File: src/rtl/cache_coherence_hub_if.sv
// Coherence hub bundle: per-L1 invalidation requests up, shared invalidate broadcast down.
// The hub uses the slave modport; the L1 side (or a bench) drives through master.
interface cache_coherence_hub_if #(
  parameter int unsigned ADDR_WDT = 32
) ();
  logic [3:0]            up_req_valid;
  logic [4*ADDR_WDT-1:0] up_req_addr;
  logic [3:0]            up_req_ack;
  logic [3:0]            dn_inv_valid;
  logic [ADDR_WDT-1:0]   dn_inv_addr;
  logic [3:0]            dn_inv_ack;

  modport master (
    output up_req_valid, up_req_addr, dn_inv_ack,
    input  up_req_ack, dn_inv_valid, dn_inv_addr
  );

  modport slave (
    input  up_req_valid, up_req_addr, dn_inv_ack,
    output up_req_ack, dn_inv_valid, dn_inv_addr
  );
endinterface

File: src/rtl/cache_coherence_hub.sv
// Four-port invalidation hub: round-robin grant, one-cycle broadcast to the other L1s,
// collects their acks (bounded by a timeout) and returns a completion pulse to the owner.
module cache_coherence_hub #(
  parameter int unsigned ADDR_WDT    = 32,
  parameter int unsigned TIMEOUT_CYC = 255
) (
  input  logic                 clk,
  input  logic                 rst,
  cache_coherence_hub_if.slave bus,
  output logic                 busy,
  output logic                 err_timeout
);

  localparam logic [7:0] CntLast = 8'(TIMEOUT_CYC - 1);

  typedef enum logic [1:0] {StIdle, StBcast, StWaitAck, StDone} state_e;

  state_e              state_q, state_d;
  logic [1:0]          rr_ptr_q, rr_ptr_d;
  logic [1:0]          owner_q, owner_d;
  logic [3:0]          pending_q, pending_d;
  logic [7:0]          cnt_q, cnt_d;
  logic [3:0]          up_ack_q, up_ack_d;
  logic [3:0]          dn_valid_q, dn_valid_d;
  logic [ADDR_WDT-1:0] dn_addr_q, dn_addr_d;
  logic                busy_q, busy_d;
  logic                err_q, err_d;

  logic                grant_found;
  logic [1:0]          grant_idx;
  logic [ADDR_WDT-1:0] grant_addr;
  logic [3:0]          pending_left;
  logic [3:0]          owner_oh;

  // Round-robin search starting at rr_ptr_q, wrapping on 2 bits.
  always_comb begin
    grant_found = 1'b0;
    grant_idx   = rr_ptr_q;
    for (int k = 0; k < 4; k++) begin
      if (!grant_found && bus.up_req_valid[rr_ptr_q + 2'(k)]) begin
        grant_found = 1'b1;
        grant_idx   = rr_ptr_q + 2'(k);
      end
    end
    grant_addr = '0;
    for (int p = 0; p < 4; p++) begin
      if (grant_idx == 2'(p)) begin
        grant_addr = bus.up_req_addr[p*ADDR_WDT +: ADDR_WDT];
      end
    end
  end

  assign pending_left = pending_q & ~bus.dn_inv_ack;
  assign owner_oh     = 4'b0001 << owner_q;

  always_comb begin
    state_d    = state_q;
    rr_ptr_d   = rr_ptr_q;
    owner_d    = owner_q;
    pending_d  = pending_q;
    cnt_d      = cnt_q;
    up_ack_d   = 4'b0000;
    dn_valid_d = 4'b0000;
    dn_addr_d  = dn_addr_q;
    err_d      = err_q;

    unique case (state_q)
      StIdle: begin
        if (grant_found) begin
          owner_d    = grant_idx;
          dn_valid_d = ~(4'b0001 << grant_idx);
          pending_d  = ~(4'b0001 << grant_idx);
          dn_addr_d  = grant_addr;
          state_d    = StBcast;
        end
      end
      StBcast: begin
        pending_d = pending_left;
        cnt_d     = 8'd0;
        if (pending_left == 4'b0000) begin
          up_ack_d = owner_oh;
          state_d  = StDone;
        end else begin
          state_d = StWaitAck;
        end
      end
      StWaitAck: begin
        pending_d = pending_left;
        // A final ack landing on the timeout cycle completes cleanly.
        if (pending_left == 4'b0000) begin
          up_ack_d = owner_oh;
          state_d  = StDone;
        end else if (cnt_q == CntLast) begin
          up_ack_d = owner_oh;
          err_d    = 1'b1;
          state_d  = StDone;
        end else begin
          cnt_d = cnt_q + 8'd1;
        end
      end
      StDone: begin
        rr_ptr_d  = owner_q + 2'd1;
        pending_d = 4'b0000;
        state_d   = StIdle;
      end
      default: state_d = StIdle;
    endcase

    busy_d = (state_d != StIdle);
  end

  always_ff @(posedge clk) begin
    if (rst) begin
      state_q    <= StIdle;
      rr_ptr_q   <= 2'd0;
      owner_q    <= 2'd0;
      pending_q  <= 4'b0000;
      cnt_q      <= 8'd0;
      up_ack_q   <= 4'b0000;
      dn_valid_q <= 4'b0000;
      dn_addr_q  <= '0;
      busy_q     <= 1'b0;
      err_q      <= 1'b0;
    end else begin
      state_q    <= state_d;
      rr_ptr_q   <= rr_ptr_d;
      owner_q    <= owner_d;
      pending_q  <= pending_d;
      cnt_q      <= cnt_d;
      up_ack_q   <= up_ack_d;
      dn_valid_q <= dn_valid_d;
      dn_addr_q  <= dn_addr_d;
      busy_q     <= busy_d;
      err_q      <= err_d;
    end
  end

  assign bus.up_req_ack   = up_ack_q;
  assign bus.dn_inv_valid = dn_valid_q;
  assign bus.dn_inv_addr  = dn_addr_q;
  assign busy             = busy_q;
  assign err_timeout      = err_q;

endmodule

File: src/flat_wrapper.sv
// flat-port wrapper written by rule: the top's interface ports become plain ports
module cache_coherence_hub_flat 
#(
  parameter int unsigned ADDR_WDT    = 32,
  parameter int unsigned TIMEOUT_CYC = 255
)
  (clk, rst, busy, err_timeout, bus_up_req_valid, bus_up_req_addr, bus_dn_inv_ack, bus_up_req_ack, bus_dn_inv_valid, bus_dn_inv_addr);
  cache_coherence_hub_if #(.ADDR_WDT(ADDR_WDT)) bus_i ();
  input  logic clk;
  input  logic rst;
  output logic busy;
  output logic err_timeout;
  input wire logic [$bits(bus_i.up_req_valid)-1:0] bus_up_req_valid;
  input wire logic [$bits(bus_i.up_req_addr)-1:0] bus_up_req_addr;
  input wire logic [$bits(bus_i.dn_inv_ack)-1:0] bus_dn_inv_ack;
  output wire logic [$bits(bus_i.up_req_ack)-1:0] bus_up_req_ack;
  output wire logic [$bits(bus_i.dn_inv_valid)-1:0] bus_dn_inv_valid;
  output wire logic [$bits(bus_i.dn_inv_addr)-1:0] bus_dn_inv_addr;
  assign bus_i.up_req_valid = bus_up_req_valid;
  assign bus_i.up_req_addr = bus_up_req_addr;
  assign bus_i.dn_inv_ack = bus_dn_inv_ack;
  assign bus_up_req_ack = bus_i.up_req_ack;
  assign bus_dn_inv_valid = bus_i.dn_inv_valid;
  assign bus_dn_inv_addr = bus_i.dn_inv_addr;
  cache_coherence_hub #(.ADDR_WDT(ADDR_WDT), .TIMEOUT_CYC(TIMEOUT_CYC)) u_core (.clk(clk), .rst(rst), .bus(bus_i), .busy(busy), .err_timeout(err_timeout));
endmodule
File: config.mk
export PLATFORM = sky130hd
export DESIGN_NAME = cache_coherence_hub_flat
export DESIGN_NICKNAME = d
export VERILOG_FILES = /design/src/rtl/cache_coherence_hub_if.sv /design/src/rtl/cache_coherence_hub.sv /design/src/flat_wrapper.sv
export SDC_FILE = /design/constraint.sdc
export NUM_CORES = 1
export LEC_CHECK = 0
export ABC_AREA = 1
export ABC_CLOCK_PERIOD_IN_PS = 2100
export CORE_MARGIN = 2
export CORE_UTILIZATION = 58
export CTS_CLUSTER_DIAMETER = 40
export DETAILED_ROUTE_END_ITERATION = 8
export DONT_BUFFER_PORTS = 1
export GPL_ROUTABILITY_DRIVEN = 0
export HOLD_SLACK_MARGIN = 0.12
export PLACE_DENSITY = 0.76
export SETUP_SLACK_MARGIN = 0.15
export SLEW_MARGIN = 15
export SYNTH_ARGS = -nofsm -noshare
export SYNTH_HDL_FRONTEND = slang
export SYNTH_SLANG_ARGS = --single-unit
File: constraint.sdc
create_clock -name clk -period 2.1 [get_ports clk]
set_clock_uncertainty 0.1 [all_clocks]
set_input_delay 0.63 -clock clk [delete_from_list [all_inputs] [get_ports clk]]
set_output_delay 0.63 -clock clk [all_outputs]
set_load 0.03 [all_outputs]
Yosys cells after proc, flatten, opt, wreduce, memory -nomap -nowiden

Cells that the tools add are included.
Widths: inputs -> output; s select.

Output and inout port bits: 42
Bits in writable memories: 0
ROM bits: 0
Word-level logic and storage cells: 86
Memories: 0
Flip-flop bits (word level): 60
Input port bits: 138
Latch bits: 0

Bitwise gates (word level): 6
Order comparisons: 4
Divide/modulo/power cells: 0
Shifts and indexed selects: 2
Reduce and logical (&&, ||, !) cells: 16
$add $sub $neg: 5
Multiply operators: 0
Mux-type cells: 33
Eq/ne operators: 10

Operators by type and width:

| operator            | count |
|---|---|
| $mux 32             | 4 |
| $mux 4              | 4 |
| $mux 8              | 2 |
| $pmux 8 s2          | 1 |
| $lt 2x3->1 const B  | 4 |
| $mux 2              | 6 |
| $pmux 4 s3          | 1 |
| $mux 1              | 9 |
| $add 8x1->8 const B | 1 |
| $bmux 1 s2          | 4 |
| $eq 2x2->1 const B  | 4 |
| $eq 8x8->1 const B  | 1 |
| $not 4->4           | 2 |
| $pmux 2 s4          | 1 |
| $pmux 4 s2          | 1 |
| $shl 1x2->4 const A | 2 |
| $reduce_and 3->1    | 2 |
| $add 2x1->2 const B | 2 |
| $add 2x2->2 const B | 2 |
| $and 4x4->4         | 1 |
| $eq 2x1->1 const B  | 2 |
| $logic_not 2->1     | 2 |
| $logic_not 4->1     | 1 |
| $ne 2x2->1 const B  | 2 |
| 8 further kinds     | 15 |

Longest topological paths before layout

Word-level depth: 17
Depth in mapped cells: 19
Gate-level depth less buffers: 17

Worst setup path after synthesis

OpenSTA, ideal clock, no wires.

Path type: input to register
Start point: input port bus_up_req_valid[1]
End point: register u_core.dn_addr_q[5], in the netlist u_core.bus.dn_inv_addr[5]
Data required time: 1.868 ns
Stages on the path: 14
Setup slack: -0.067 ns
Arrival: 1.934 ns
Cells stage by stage: inv_1 nand2_1 nand3_1 nand2_1 nor2_8 nand3_2 nand2_1 nand2_2 buf_6 buf_6 o21ai_0 nand3_1 nand2_1 a21oi_1

Longest elaborated chain between the ends: 17

RTL lines:

| element                      | RTL line                   | source |
|---|---|---|
| start, declared              | flat_wrapper.sv:13         | `input wire logic [$bits(bus_i.up_req_valid)-1:0] bus_up_req_valid;` |
| $bmux 1 s2                   | cache_coherence_hub.sv:40  | `if (!grant_found && bus.up_req_valid[rr_ptr_q + 2'(k)]) begin` |
| $mux 1 (implied by the code) | cache_coherence_hub.sv:40  |  |
| $mux 1                       | cache_coherence_hub.sv:40  |  |
| $logic_not 1->1              | cache_coherence_hub.sv:40  |  |
| $logic_and 1x1->1            | cache_coherence_hub.sv:40  |  |
| $mux 1                       | cache_coherence_hub.sv:40  |  |
| $logic_not 1->1              | cache_coherence_hub.sv:40  |  |
| $logic_and 1x1->1            | cache_coherence_hub.sv:40  |  |
| $mux 1                       | cache_coherence_hub.sv:40  |  |
| $logic_not 1->1              | cache_coherence_hub.sv:40  |  |
| $logic_and 1x1->1            | cache_coherence_hub.sv:40  |  |
| $mux 2                       | cache_coherence_hub.sv:40  |  |
| $logic_not 2->1              | cache_coherence_hub.sv:47  | `if (grant_idx == 2'(p)) begin` |
| $mux 32 (4 in a row)         | cache_coherence_hub.sv:47  |  |
| end signal, assigned         | cache_coherence_hub.sv:132 | `dn_addr_q <= dn_addr_d;` |
| end, declared                | cache_coherence_hub.sv:25  | `logic [ADDR_WDT-1:0] dn_addr_q, dn_addr_d;` |

Several ways; a longest one is shown, not always the timed one. The select of a mux whose other input is x is not followed.
A chain may end at the register's enable or synchronous reset.

Final worst setup path

Start point: register u_core.rr_ptr_q[0]
End point: register u_core.dn_addr_q[20], in the netlist u_core.bus.dn_inv_addr[20]

Longest elaborated chain between the ends: 17

RTL lines:

| element                                              | RTL line                   | source |
|---|---|---|
| start, declared                                      | cache_coherence_hub.sv:19  | `logic [1:0] rr_ptr_q, rr_ptr_d;` |
| start signal, assigned                               | cache_coherence_hub.sv:126 | `rr_ptr_q <= rr_ptr_d;` |
| branches (longest 17 deep; another with $add 2x1->2) | --                         |  |

Several ways; the timed one is not identified. The select of a mux whose other input is x is not followed.

==> metrics.sh <==
DETAIL_ROUTE.VIAS_PER_CELL=5.81
OVERALL_POWER_W=0.00905
UTILIZATION=0.790
GRT_OVERFLOW=0
SLEW-LIMIT-HEADROOM=0.698
CRIT_PATH_MAX_FANOUT=5
CRITPATHLAUNCH='u_core.rr_ptr_q[0]'
DP_HPWL_UM=8170
CTS.ROOT.BUFFER_CELL='sky130_fd_sc_hd__clkbuf_8'
NETS=802
YS.WARNINGS.COUNT=0
TIMING_WORST_SETUP_PATH_TYPE='reg2reg'
STATIC_LEAKAGE_nW=2.35
DIE-WIDTH_UM=85.9
ROUTE.TOP_LAYER_USED='met4'
TIMING.CRITICAL_PATH.TO_TYPE='flop'
LAYOUT-DRIVE-GT1-SHARE=0.248
NUMBER_OF_GLOBAL_ROUTE_VIAS_BEFORE_REPAIR=3896
FINAL_COMMON_CELL='sky130_fd_sc_hd__nand2_1'
CP_SLOWEST_CELL='sky130_fd_sc_hd__dfxtp_4'
SETUP_VIOLATIONS=33
CRIT_PATH_START_KIND='flop'
SYNTHTOPCELLSBYAREA='sky130_fd_sc_hd__dfxtp_1, sky130_fd_sc_hd__nand2_1, sky130_fd_sc_hd__nand3_1, sky130_fd_sc_hd__inv_1, sky130_fd_sc_hd__a21oi_1'
MAXSLEWVIOLCOUNT=0
MAXCAPVIOLCOUNT=0
WORST-PATH-BUF-INV=4
CRITPATHREQUIREDTIME_NS=2.24
GRT_USE_TOTAL=0.316
DETAILROUTE.WIRELENGTH.MET2_UM=6240
FAILED_CHECKS='negative setup slack'
MIN-DELAY-START='rst'
CTS_TREE='done'
CLKTRANSATPATHREGS_NS=0.08
SYNTH_TOP_AREA_SHARE=0.309
IR_DROP_mV=1.02
PLACEABLECOREAREA_SQ_UM=6420
SYNTHFLOPTYPE='sky130_fd_sc_hd__dfxtp_1'
NETLIST-CELL-TYPE-COUNT=33
CTS_HOLD_REPAIR.BUFFERS=0
WIRELENGTH_UM=12400
GRT_START_MAX_NET_PINS=42
POSTSYNTHAREAPERCELL_SQ_UM=6.36
NUMBER_OF_ANTENNA_VIOLATIONS_AT_THE_FIRST_CHECK_IN_GLOBAL_ROUTING=0
P_R_AREA_GROWTH_VS_SYN_PCT=30.3
DRT-PASS1-ITER-COUNT=5
SETUP_SLACK_NS=-0.160
TRITONCTS_NUM_SINKS=60
OUTCOME='finished with violations'
POWER.DENSITY_nW_PER_UM2=1780
WL_MET1_UM=4730
POSTSYNTHREGISTERBITS=60
HOLD_VIOL_FINAL=0
CP_COMMON_CELL='sky130_fd_sc_hd__nand2_4'
PRECTSSETUPSLACK_NS=-0.203
DIEAREA_SQ_UM=7380
START_UTIL=0.606
DRT-WIRELENGTH-PER-CELL_UM=16.8
ANTENNA_CELLS=0
CRITPATHARRIVALTIME_NS=2.39
CLOCKBUFFERDEPTH=2
CRITPATHTOPFAMILY='simple AND/OR/NAND/NOR gates'
HTREEDEPTH=3
CRITICAL_PATH.CELL_CHAIN='inv_6 -> buf_12 -> nand2_4 -> nand2_4 -> nand2_4 -> nand2_4 -> nor2_8 -> nand4_1 -> nand2_4 -> buf_12 -> clkinv_8 -> or2_1 -> nand3_1 -> nand2_1 -> nand2_2 -> a21oi_2'
SYNTH_SEQ_AREA_SHARE=0.309
NUM_IO_PINS=180
DETAILROUTE.VIA_COUNT=4269
FINAL.MIN_CLOCK_PERIOD_NS=2.26
MOSTFREQUENTLAYOUTCELLS='sky130_fd_sc_hd__nand2_1, sky130_fd_sc_hd__inv_1, sky130_fd_sc_hd__nand3_1, sky130_fd_sc_hd__dfxtp_1, sky130_fd_sc_hd__o21ai_1'
PLACEMENT.IO_BUFFERS=0
POST-ROUTE-PERIOD-UTIL=1.08
HOLD_CLASS='in2reg'
SYNTHESIS.AREA_SQ_UM=3890
DIE_HEIGHT_UM=85.9
TOTALNEGATIVESETUPSLACK_NS=-1.35
MET3_LENGTH_UM=1210
FMAXACHIEVABLE_MHz=443
FILLER_CELL_COUNT=463
ASYNC_RESET_FF_FRAC=0
GRT_PASS1_WL_UM=18500
CORE.ROWCOUNT=29
TIMING_WORST_SLEW_PIN_VALUE_NS=0.454
DETAIL_ROUTE.DRC_VIOLATIONS=0
WORST_PATH_LARGEST_CELL_DELAY_NS=0.39
RR_STARTPOINT='u_core.rr_ptr_q[0]'
SYN_INST=612
ANT_NETS=0
CTS-BUFFERS-INSERTED=9
NETLIST.TOP_CELL.BY_AREA='sky130_fd_sc_hd__dfxtp_1'
DETAILEDROUTE.FIRSTITERATIONVIOLATIONS=282
NUMBER_OF_ENABLE_FLIP_FLOP_CELLS_AFTER_SYNTHESIS=0
CLKLATENCYLATEPIN_NS=0.34
SETUP_REPAIR_AFTER_GLOBAL_ROUTING_MISSED_ITS_MARGIN='yes'
NET_COUNT_SYNTH=761
TIMING.HOLD.WS_NS=0.246
[what timing repair did]
action                                  4_1_cts  5_1_grt
setup buffers                                 6        5
pin swaps                                     5       13
gates cloned                                  4        4
endpoints found under the setup margin       42       48
resized for setup                            78       45
[kinds of logic after synthesis]
logic type / Yosys count / synth area share
AO/OA/AOI/OAI: 124 / 0.163
flip-flops: 60 / 0.309
AND/OR/NAND/NOR: 290 / 0.346
buffers and inverters: 127 / 0.147
adder cells (fa/ha/maj): 11 / 0.0354
[synthesized netlist by cell type (7+ instances only)]
library cell	count
sky130_fd_sc_hd__nand2_1	156
sky130_fd_sc_hd__a21oi_1	46
sky130_fd_sc_hd__nor2_1	19
sky130_fd_sc_hd__nand3_1	81
sky130_fd_sc_hd__o21ai_0	44
sky130_fd_sc_hd__buf_6	8
sky130_fd_sc_hd__or2_1	7
sky130_fd_sc_hd__clkbuf_1	7
sky130_fd_sc_hd__dfxtp_1	60
sky130_fd_sc_hd__ha_1	11
sky130_fd_sc_hd__inv_1	89
sky130_fd_sc_hd__nand4_1	11
sky130_fd_sc_hd__buf_2	9
sky130_fd_sc_hd__o21ai_1	26
[area by class of cell]
type                       count  area, sq um  area share
clock buffer                  10          138      0.0271
clock inverter                 6         87.6      0.0173
inverter                      96          405      0.0799
multi-input combinational    425         2440       0.480
sequential                    60         1210       0.238
tap                           77         96.3      0.0190
timing repair buffer          57          661       0.130
timing repair inverter         4         40.0     0.00789
[final timing paths]
kind | endpoint | slack [ns] | depth (start not counted)
worst min register to register | u_core.cnt_q[7] | 0.38 | 2
worst min-delay path | u_core.bus.dn_inv_addr[0] | 0.25 | 1
worst max register to register | u_core.bus.dn_inv_addr[20] | -0.16 | 16
worst max-delay path | u_core.bus.dn_inv_addr[20] | -0.16 | 16
[report_power, final]
part / switching (W) / leakage (nW) / internal (W)
Clock: 0.000491 / 0.105 / 0.000698
Sequential: 0.00101 / 0.495 / 0.00159
Combinational: 0.00296 / 1.75 / 0.00230
[per-stage QoR]
stage / std cells / instance area (sq um)
after floorplan: 612 / 4000
after global placement: 700 / 4280
after detailed placement: 700 / 4280
after CTS: 726 / 4800
after global routing: 735 / 5070
final: 735 / 5070
[registers in the layout, summed over array words and instances (netlist names)]
register and count:
u_core.bus.dn_inv_valid 4, u_core.pending_q 4, u_core.rr_ptr_q 2, u_core.bus.up_req_ack 4, u_core.state_q 2, u_core.cnt_q 8
u_core.err_timeout 1, u_core.owner_q 2, u_core.busy 1, u_core.bus.dn_inv_addr 32
[layer usage]
layer	track usage	vias up
met3	0.0866	20
met1	0.379	1964
met5	0	-
met2	0.546	221
li1	-	2064
met4	0.102	0
No activity file was read; power rests on OpenSTA's default activity.
